===== src/rtl/axi_dma_perf_reader.sv =====
// -----------------------------------------------------------------------------
// axi_dma_perf_reader
//
// Software-side reader for the DMA performance counter bus. A CTRL write can
// take an atomic snapshot of every counter, request a one-cycle clear of the
// live counters, or both at once (read-and-clear). The snapshot is then read
// back as 32-bit words over a simple valid/ready request/response port.
//
// Register map (word index = addr[ADDR_WIDTH-1:2]):
//   0       CTRL  W: bit0 SNAP, bit1 CLEAR
//                 R: bit0 snap_valid, [15:8] NumWords
//   1       SEQ   RO: number of snapshots taken (wraps)
//   2+i     DATA  RO: word i of the zero-padded snapshot
//
// Ports:
//   clk_i            clock
//   rst_ni           asynchronous active-low reset
//   dma_perf_i       live counter bus
//   reg_req_*        request channel (valid/ready, addr, write, wdata)
//   reg_rsp_*        response channel (valid/ready, rdata, error)
//   perf_clear_o     one-cycle pulse asking the counter block to clear
//   snap_valid_o     snapshot register holds captured data
// -----------------------------------------------------------------------------
package axi_dma_pkg;

  typedef struct packed {
    logic [31:0] ar_count;
    logic [31:0] aw_count;
    logic [31:0] r_beats;
    logic [31:0] w_beats;
    logic [31:0] stall_cycles;
    logic [15:0] error_count;
  } dma_perf_t;

endpackage

module axi_dma_perf_reader #(
  parameter type         perf_t     = axi_dma_pkg::dma_perf_t,
  parameter int unsigned ADDR_WIDTH = 8
) (
  input  logic                  clk_i,
  input  logic                  rst_ni,
  input  perf_t                 dma_perf_i,
  input  logic                  reg_req_valid_i,
  output logic                  reg_req_ready_o,
  input  logic [ADDR_WIDTH-1:0] reg_req_addr_i,
  input  logic                  reg_req_write_i,
  input  logic [31:0]           reg_req_wdata_i,
  output logic                  reg_rsp_valid_o,
  input  logic                  reg_rsp_ready_i,
  output logic [31:0]           reg_rsp_rdata_o,
  output logic                  reg_rsp_error_o,
  output logic                  perf_clear_o,
  output logic                  snap_valid_o
);

  localparam int unsigned PerfBits = $bits(perf_t);
  localparam int unsigned NumWords = (PerfBits + 31) / 32;
  localparam int unsigned NumRegs  = 2 + NumWords;
  localparam int unsigned IdxWidth = ADDR_WIDTH - 2;

  typedef enum logic {
    IDLE = 1'b0,
    RESP = 1'b1
  } state_e;

  state_e      state_reg;
  perf_t       snap_reg;
  logic        snap_valid_reg;
  logic [31:0] seq_reg;
  logic        rsp_valid_reg;
  logic [31:0] rsp_rdata_reg;
  logic        rsp_error_reg;
  logic        clear_reg;

  // Snapshot split into 32-bit words, upper word zero-padded.
  logic [PerfBits-1:0]     snap_bits;
  logic [NumWords*32-1:0]  snap_padded;
  logic [31:0]             snap_words [NumWords];

  assign snap_bits = snap_reg;

  always_comb begin
    snap_padded                 = '0;
    snap_padded[PerfBits-1:0]   = snap_bits;
  end

  generate
    for (genvar gi = 0; gi < NumWords; gi++) begin : g_words
      assign snap_words[gi] = snap_padded[32*gi +: 32];
    end
  endgenerate

  // Request decode, evaluated against the registers as they stand at the
  // accept edge. Errors suppress every side effect and force rdata to 0.
  logic [IdxWidth-1:0] word_idx;
  logic [31:0]         dec_rdata;
  logic                dec_error;
  logic                do_snap;
  logic                do_clear;

  assign word_idx = reg_req_addr_i[ADDR_WIDTH-1:2];

  always_comb begin
    dec_rdata = '0;
    dec_error = 1'b0;
    do_snap   = 1'b0;
    do_clear  = 1'b0;
    if (reg_req_addr_i[1:0] != 2'b00 || 32'(word_idx) >= NumRegs) begin
      dec_error = 1'b1;
    end else if (reg_req_write_i) begin
      if (word_idx != '0) begin
        dec_error = 1'b1;
      end else begin
        do_snap  = reg_req_wdata_i[0];
        do_clear = reg_req_wdata_i[1];
      end
    end else if (word_idx == '0) begin
      dec_rdata = {16'h0000, 8'(NumWords), 7'h00, snap_valid_reg};
    end else if (32'(word_idx) == 32'd1) begin
      dec_rdata = seq_reg;
    end else if (snap_valid_reg) begin
      for (int unsigned i = 0; i < NumWords; i++) begin
        if (32'(word_idx) == i + 2) begin
          dec_rdata = snap_words[i];
        end
      end
    end
  end

  // CTRL write bits [31:2] have no function.
  logic unused_wdata;
  assign unused_wdata = ^reg_req_wdata_i[31:2];

  always_ff @(posedge clk_i or negedge rst_ni) begin
    if (!rst_ni) begin
      state_reg      <= IDLE;
      snap_reg       <= '0;
      snap_valid_reg <= 1'b0;
      seq_reg        <= '0;
      rsp_valid_reg  <= 1'b0;
      rsp_rdata_reg  <= '0;
      rsp_error_reg  <= 1'b0;
      clear_reg      <= 1'b0;
    end else begin
      // Clear pulse lasts exactly the cycle after the accepting edge.
      clear_reg <= 1'b0;
      case (state_reg)
        IDLE: begin
          if (reg_req_valid_i) begin
            state_reg     <= RESP;
            rsp_valid_reg <= 1'b1;
            rsp_rdata_reg <= dec_rdata;
            rsp_error_reg <= dec_error;
            clear_reg     <= do_clear;
            // Snapshot samples the bus at the same edge the clear is issued
            // from, so SNAP|CLEAR captures the pre-clear values.
            if (do_snap) begin
              snap_reg       <= dma_perf_i;
              snap_valid_reg <= 1'b1;
              seq_reg        <= seq_reg + 32'd1;
            end
          end
        end
        RESP: begin
          if (reg_rsp_ready_i) begin
            state_reg     <= IDLE;
            rsp_valid_reg <= 1'b0;
          end
        end
        default: state_reg <= IDLE;
      endcase
    end
  end

  assign reg_req_ready_o = (state_reg == IDLE);
  assign reg_rsp_valid_o = rsp_valid_reg;
  assign reg_rsp_rdata_o = rsp_rdata_reg;
  assign reg_rsp_error_o = rsp_error_reg;
  assign perf_clear_o    = clear_reg;
  assign snap_valid_o    = snap_valid_reg;

endmodule


===== config.mk =====
export PLATFORM = sky130hd
export DESIGN_NAME = axi_dma_perf_reader
export DESIGN_NICKNAME = d
export VERILOG_FILES = /design/src/rtl/axi_dma_perf_reader.sv
export SDC_FILE = /design/constraint.sdc
export NUM_CORES = 1
export LEC_CHECK = 0
export BUFFER_PORTS_ARGS = -buffer_cell sky130_fd_sc_hd__buf_2
export CAP_MARGIN = 10
export CORE_ASPECT_RATIO = 1.2
export CORE_UTILIZATION = 54
export DETAILED_ROUTE_END_ITERATION = 8
export PLACE_DENSITY_LB_ADDON = 0.12
export SLEW_MARGIN = 15
export SYNTH_ARGS = -nofsm -noshare
export SYNTH_HDL_FRONTEND = slang
export SYNTH_SLANG_ARGS = --single-unit

===== constraint.sdc =====
create_clock -name clk_i -period 2.3 [get_ports clk_i]
set_input_delay 0.575 -clock clk_i [delete_from_list [all_inputs] [get_ports clk_i]]
set_output_delay 0.575 -clock clk_i [all_outputs]
set_load 0.05 [all_outputs]

==> results of run 1 <==
[power by group through the flow]
stage	logic [mW]	registers [mW]	clock network, mW
2_1_floorplan	0.116	4.42	0
3_3_place_gp	0.488	4.41	0
3_5_place_dp	0.491	4.41	0
4_1_cts	0.494	4.33	4.10
5_1_grt	0.539	4.33	4.27
6_report	0.487	4.33	4.05
[cell families (layout without fill, tap and decap cells)]
logic type / after synthesis / in the layout
other: 0 / 2
adder cells (fa/ha/maj): 1 / 1
XOR/XNOR: 31 / 31
flip-flops: 245 / 245
AND/OR/NAND/NOR: 696 / 696
buffers and inverters: 85 / 330
AO/OA/AOI/OAI: 151 / 151
multiplexers: 11 / 11
[area by class of cell]
class	count	share of cell area
antenna	2	0.000370
inverter	7	0.00194
sequential	245	0.454
clock inverter	6	0.00592
tap	261	0.0242
timing repair buffer	280	0.131
multi-input combinational	890	0.328
clock buffer	37	0.0548
[through the flow]
step           power (mW)   util
6_report             8.86  0.684
5_1_grt              9.14  0.684
4_1_cts              8.92  0.684
3_5_place_dp         4.90  0.642
3_3_place_gp         4.90  0.642
2_1_floorplan        4.54      -
[worst reg2reg max path, stage by stage (launching register included)]
cell                      delay [ps]
sky130_fd_sc_hd__dfrtp_1         410
sky130_fd_sc_hd__nor4b_2         340
sky130_fd_sc_hd__buf_4           180
sky130_fd_sc_hd__nor3b_4         270
sky130_fd_sc_hd__and3_1          270
sky130_fd_sc_hd__buf_4           220
sky130_fd_sc_hd__a22oi_1         100
sky130_fd_sc_hd__o21ai_1         110
[layout by cell type (no fill, tap or decap), types with 4 or more instances in the layout]
master / count
sky130_fd_sc_hd__nand2_1: 579
sky130_fd_sc_hd__dfrtp_1: 245
sky130_fd_sc_hd__buf_2: 226
sky130_fd_sc_hd__nand3_1: 39
sky130_fd_sc_hd__buf_4: 35
sky130_fd_sc_hd__a22oi_1: 30
sky130_fd_sc_hd__nor2_1: 30
sky130_fd_sc_hd__xnor2_1: 27
sky130_fd_sc_hd__clkbuf_16: 25
sky130_fd_sc_hd__o21ai_1: 22
sky130_fd_sc_hd__buf_12: 18
sky130_fd_sc_hd__o21ai_0: 17
sky130_fd_sc_hd__o31ai_1: 15
sky130_fd_sc_hd__a31oi_1: 15
sky130_fd_sc_hd__a221oi_1: 14
sky130_fd_sc_hd__a222oi_1: 13
sky130_fd_sc_hd__nand4_1: 11
sky130_fd_sc_hd__o211a_1: 11
sky130_fd_sc_hd__inv_1: 7
sky130_fd_sc_hd__clkbuf_8: 7
sky130_fd_sc_hd__mux2_2: 6
sky130_fd_sc_hd__clkbuf_1: 5
sky130_fd_sc_hd__xor2_1: 4
sky130_fd_sc_hd__o22ai_1: 4
sky130_fd_sc_hd__clkinv_2: 4
[metal layers]
layer  global-route usage  vias up  part of all wire
met5                    0        -           0.00031
met2                0.442      329              0.46
met4               0.0799        2             0.023
met1                0.419     4534              0.45
met3               0.0410       49             0.068
li1                     -     4508                 -
[how the worst max path moves through the flow]
stage | slack (ps) | cells after the start | endpoint
after floorplan | 210 | 8 | reg_rsp_rdata_o[21]$_DFFE_PN0P_
after global placement | -100 | 8 | reg_rsp_rdata_o[3]$_DFFE_PN0P_
after detailed placement | -80 | 8 | reg_rsp_rdata_o[5]$_DFFE_PN0P_
after CTS | 300 | 7 | reg_rsp_rdata_o[5]$_DFFE_PN0P_
after global routing | 160 | 5 | reg_rsp_rdata_o[24]$_DFFE_PN0P_
final | 310 | 7 | reg_rsp_rdata_o[5]$_DFFE_PN0P_
==> metrics.json, run 1 <==
{
  "synthesis": {
    "post_synth_fa_ha_maj_area_fraction": 0.00114,
    "synthMostInstantiatedCell": "sky130_fd_sc_hd__nand2_1",
    "mappedNetlistArea_sq_um": 11000,
    "post_synth_xor_area_fraction": 0.0247,
    "syn-instance-count": 1220,
    "synthDistinctLibCells": 54,
    "synth-main-ff-cell": "sky130_fd_sc_hd__dfrtp_1",
    "per_instance_average_area_after_synthesis_sq_um": 9.00,
    "synth_largest_type_area_fraction": 0.558,
    "main_combinational_cell_family_by_area_after_synthesis": "simple AND/OR/NAND/NOR gates",
    "yosysWarnings": 0,
    "yosysSeqAreaShare": 0.558,
    "synth_edf_count": 0,
    "simple_gate_area_share_of_the_yosys_netlist": 0.264,
    "synth_common_cells": "sky130_fd_sc_hd__nand2_1, sky130_fd_sc_hd__dfrtp_1, sky130_fd_sc_hd__buf_2",
    "synthArstFlopShare": 1.00,
    "yosys.area.top_type": "sky130_fd_sc_hd__dfrtp_1",
    "synth.net_count": 1442,
    "postSynthRegisterBits": 245,
    "synth_compound_gate_area_share": 0.0997,
    "synth.area.mux_share": 0.0141,
    "synth_top_cells_by_area": "sky130_fd_sc_hd__dfrtp_1, sky130_fd_sc_hd__nand2_1, sky130_fd_sc_hd__buf_2"
  },
  "timing": {
    "count_of_endpoints_failing_setup_in_the_final_report": 0,
    "hold_slack_ps": -12.8,
    "final_hold_viol_count": 12,
    "finalCritPeriodShare": 0.866,
    "setup_repair_after_global_routing_missed_its_margin": "false",
    "relSlewSlack": 0.546,
    "clock.fmax_mhz": 502,
    "fin_ws_ps": 308,
    "drv_slew": 0,
    "worst_pin_slew_ps": 681,
    "fin_crit_ps": 1990,
    "fin_skew_ps": 20.3,
    "final.setup.tns_ps": 0
  },
  "worst_setup_path": {
    "cp_max_fo": 13,
    "arrival_ps": 2430,
    "crit_path_start": "state_reg$_DFF_PN0_",
    "r2r.worst_path.cells": 7,
    "startpoint_to_endpoint_class_of_the_critical_path": "flip-flop to flip-flop",
    "rr_startpoint": "state_reg$_DFF_PN0_",
    "worstPathRequired_ps": 2730,
    "critical_path.n_buffers_inverters": 2,
    "reg2reg_to": "reg_rsp_rdata_o[5]$_DFFE_PN0P_",
    "cp_cell_sequence": "nor4b_2, buf_4, nor3b_4, and3_1, buf_4, a22oi_1, o21ai_1",
    "timing.critical_path.to_type": "flip-flop",
    "ff2ff_setup_slack_ps": 310,
    "slowest_stage": "sky130_fd_sc_hd__dfrtp_1",
    "worstSetupStartpointType": "flip-flop",
    "timing.critical_path.slowest_cell_delay_ps": 410,
    "cp_top_family": "simple AND/OR/NAND/NOR gates",
    "critical-path-top-cell-by-count": "sky130_fd_sc_hd__buf_4"
  },
  "global_routing": {
    "grt_max_degree": 110,
    "number_of_global_route_vias_before_repair": 9002,
    "first_pass_grt_wire_length_mm": 46.5,
    "number_of_antenna_violations_at_the_first_check_in_global_routing": 3,
    "grt-ovfl-total": 0,
    "globalRouteTotalUtil": 0.285
  },
  "placement": {
    "hpwlAfterDp_mm": 20.6,
    "detailedPlace.worstSlack_ps": -76.1,
    "placed_cell_area_sq_um": 12700,
    "post-place-cells": 1683,
    "io_buffers": 227,
    "routability_congestion": 0.873
  },
  "clock_tree": {
    "post-cts-setup-buffer-count": 0,
    "cts_htree_levels": 1,
    "worst_skew_pair.late_latency_ps": 520,
    "clk_pin_slew_worst_paths_ps": 60,
    "ctsResizeCount": 0,
    "root_cell_of_the_clock_tree": "sky130_fd_sc_hd__clkbuf_16",
    "cts_hold_buffers": 0,
    "clock_tree_from_tritoncts": "built",
    "cts.sinks": 245,
    "cts_made_buffers": 24,
    "cts_buffer_depth": 3
  },
  "power": {
    "p_switching_mw": 1.91,
    "powerDensity_nw_per_um2": 656,
    "sw_frac_of_total": 0.215,
    "internal-power_mw": 6.95,
    "ir_drop_v": 0.000581,
    "combinationalPowerShare": 0.055,
    "power.static_leakage_nw": 7.23,
    "clkPwrFrac": 0.457,
    "power.sequential.fraction": 0.488
  },
  "layout": {
    "final_layout_size_suffix_gt1_frac": 0.233,
    "multi_input_comb_area_sq_um": 4440,
    "design.final.nets": 1670,
    "fill_cells": 1668,
    "finish.instance_area_sq_um": 13500,
    "final_cell_count_no_fill": 1728,
    "largest_register_ffs": 176,
    "syn_to_final_growth_pct": 23.1,
    "seqCellArea_sq_um": 6130
  },
  "floorplan": {
    "die_height_microns": 158,
    "placeableCoreArea_sq_um": 19800,
    "floorplan.initialDensity": 0.556,
    "core.rowCount": 56,
    "total_die_area_sq_um": 20900,
    "floorplan.io_pins": 258,
    "fp.dieW_microns": 132
  },
  "drt": {
    "detail_route.drc_violations": 0,
    "wl_per_cell_microns": 16.7,
    "vias_per_cell": 5.45,
    "drt_wl_total_mm": 28.8,
    "detailroute.via_count": 9422,
    "ant_nets": 0,
    "drt-pass1-iter-count": 6,
    "starting_drc_count_in_detailed_routing": 733
  },
  "hold_path": {
    "holdCritPathClass": "primary input to async pin"
  },
  "job": {
    "count_of_maximum_capacitance_violations": 0
  },
  "run_status": {
    "violated_checks": "hold timing",
    "status": "finished with violations"
  }
}
Power figures use the tool's default switching activity.
==> run 2: changes to the inputs <==
--- a/config.mk
+++ b/config.mk
@@ -8,7 +8,7 @@
 export BUFFER_PORTS_ARGS = -buffer_cell sky130_fd_sc_hd__buf_2
 export CAP_MARGIN = 10
 export CORE_ASPECT_RATIO = 1.2
-export CORE_UTILIZATION = 54
+export CORE_UTILIZATION = 58
 export DETAILED_ROUTE_END_ITERATION = 8
 export PLACE_DENSITY_LB_ADDON = 0.12
 export SLEW_MARGIN = 15
==> constraint.sdc (replaced) <==
create_clock -name clk_i -period 2.5 [get_ports clk_i]
set_input_delay 0.625 -clock clk_i [delete_from_list [all_inputs] [get_ports clk_i]]
set_output_delay 0.625 -clock clk_i [all_outputs]
set_load 0.05 [all_outputs]
==> metrics.json, run 2 (same netlist as run 1, synthesis figures left out) <==
{
  "power": {
    "powerDensity_nw_per_um2": 591,
    "power.static_leakage_nw": 7.23,
    "clkPwrFrac": 0.445,
    "sw_frac_of_total": 0.223,
    "internal-power_mw": 6.19,
    "p_switching_mw": 1.78,
    "ir_drop_v": 0.000496,
    "fin_total_pwr_mw": 7.97,
    "combinationalPowerShare": 0.055,
    "power.sequential.fraction": 0.500
  },
  "placement": {
    "io_buffers": 227,
    "routability_congestion": 0.866,
    "hpwlAfterDp_mm": 20.7
  },
  "timing": {
    "setup_repair_after_global_routing_missed_its_margin": "false",
    "final.setup.tns_ps": 0,
    "relSlewSlack": 0.636,
    "worst_pin_slew_ps": 546,
    "count_of_endpoints_failing_setup_in_the_final_report": 0,
    "fin_crit_ps": 2100,
    "fin_skew_ps": 10.6,
    "finalCritPeriodShare": 0.841,
    "clock.fmax_mhz": 476,
    "final_hold_viol_count": 0,
    "drv_slew": 0
  },
  "global_routing": {
    "globalRouteTotalUtil": 0.302,
    "first_pass_grt_wire_length_mm": 45.9,
    "number_of_global_route_vias_before_repair": 9023,
    "grt-ovfl-total": 0,
    "grt_max_degree": 108,
    "number_of_antenna_violations_at_the_first_check_in_global_routing": 1
  },
  "floorplan": {
    "total_die_area_sq_um": 19500,
    "placeableCoreArea_sq_um": 18400,
    "floorplan.initialDensity": 0.597,
    "fp.dieW_microns": 128,
    "die_height_microns": 153,
    "floorplan.io_pins": 258,
    "core.rowCount": 54
  },
  "clock_tree": {
    "clock_tree_from_tritoncts": "built",
    "post-cts-setup-buffer-count": 0,
    "worst_skew_pair.late_latency_ps": 510,
    "cts_made_buffers": 25,
    "cts_htree_levels": 1,
    "cts.sinks": 245,
    "cts_buffer_depth": 3,
    "root_cell_of_the_clock_tree": "sky130_fd_sc_hd__clkbuf_16",
    "clk_pin_slew_worst_paths_ps": 60,
    "ctsResizeCount": 0,
    "cts_hold_buffers": 0
  },
  "drt": {
    "detail_route.drc_violations": 0,
    "wl_per_cell_microns": 16.7,
    "vias_per_cell": 5.53,
    "ant_nets": 0,
    "drt-pass1-iter-count": 7,
    "detailroute.via_count": 9541,
    "drt_wl_total_mm": 28.9,
    "starting_drc_count_in_detailed_routing": 946
  },
  "layout": {
    "fill_cells": 1405,
    "final_layout_size_suffix_gt1_frac": 0.239,
    "largest_register_ffs": 176,
    "syn_to_final_growth_pct": 22.7,
    "final_common_cell": "sky130_fd_sc_hd__nand2_1",
    "seqCellArea_sq_um": 6130,
    "layout.cells.most_common_list": "sky130_fd_sc_hd__nand2_1, sky130_fd_sc_hd__dfrtp_1, sky130_fd_sc_hd__buf_2",
    "design.final.nets": 1677,
    "multi_input_comb_area_sq_um": 4440
  },
  "worst_setup_path": {
    "ff2ff_setup_slack_ps": 400,
    "timing.critical_path.to_type": "flip-flop",
    "startpoint_to_endpoint_class_of_the_critical_path": "flip-flop to flip-flop",
    "arrival_ps": 2500,
    "worstSetupStartpointType": "flip-flop",
    "r2r.worst_path.cells": 6,
    "reg2reg_to": "snap_bits[63]$_DFFE_PN0P_",
    "cp_max_fo": 107,
    "rr_startpoint": "state_reg$_DFF_PN0_",
    "worstPathRequired_ps": 2900
  },
  "run_status": {
    "status": "complete, no violations"
  },
  "job": {
    "count_of_maximum_capacitance_violations": 0
  },
  "hold_path": {
    "holdCritPathClass": "primary input to async pin"
  }
}
-- run 2: cell type report --
class	instances	area share
flip-flops and latches	245	0.455
multi-input cells	890	0.330
repair buffers	286	0.132
clock buffers	30	0.0508
well taps	252	0.0234
clock inverters	13	0.00697
inverters	7	0.00195
diodes	1	0.000186
-- run 2: worst max-delay path by stage --
stage | slack (ps) | to | depth (start not counted) | startpoint
after floorplan | 360 | reg_rsp_rdata_o[21]$_DFFE_PN0P_ | 8 | reg_req_addr_i[7]
after global routing | 280 | seq_reg[18]$_DFFE_PN0P_ | 6 | state_reg$_DFF_PN0_
final | 400 | snap_bits[63]$_DFFE_PN0P_ | 6 | state_reg$_DFF_PN0_
after global placement | 40 | reg_rsp_rdata_o[6]$_DFFE_PN0P_ | 8 | reg_req_addr_i[7]
after CTS | 410 | seq_reg[17]$_DFFE_PN0P_ | 6 | state_reg$_DFF_PN0_
after detailed placement | 30 | reg_rsp_rdata_o[6]$_DFFE_PN0P_ | 8 | reg_req_addr_i[7]
-- run 2: power by group through the flow --
stage,sequential [mW],combinational (mW),clock [mW]
final,3.98,0.437,3.55
after global routing,3.98,0.479,3.75
after CTS,3.98,0.440,3.58
after detailed placement,4.06,0.437,0
after global placement,4.05,0.434,0
after floorplan,4.07,0.107,0
-- run 2: per-stage QoR --
stage                     setup WS, ps  utilization  hold slack, ps  cell area (sq um)  instances
after detailed placement          32.8        0.690             451              12700       1680
after global routing               282        0.733            52.3              13500       1724
after CTS                          408        0.733            39.0              13500       1723
final                              398        0.733            30.7              13500       1724
after global placement            41.3        0.690             444              12700       1680
after floorplan                    360            -             329              11000       1220
-- run 2: layer usage --
layer / track usage / routed length [microns] / vias to the layer above
met1: 0.447 / 12900 / 4629
met2: 0.465 / 13500 / 333
met4: 0.0902 / 789 / 0
li1: - / - / 4524
met3: 0.0418 / 1660 / 55
met5: 0 / 0 / -
-- run 2: worst max-delay path, cell delays in order (launching register included) --
cell	delay, ps
sky130_fd_sc_hd__dfrtp_1	410
sky130_fd_sc_hd__nor4b_2	450
sky130_fd_sc_hd__nand4_1	270
sky130_fd_sc_hd__or2_4	340
sky130_fd_sc_hd__buf_12	220
sky130_fd_sc_hd__nand2_1	160
sky130_fd_sc_hd__nand2_1	50
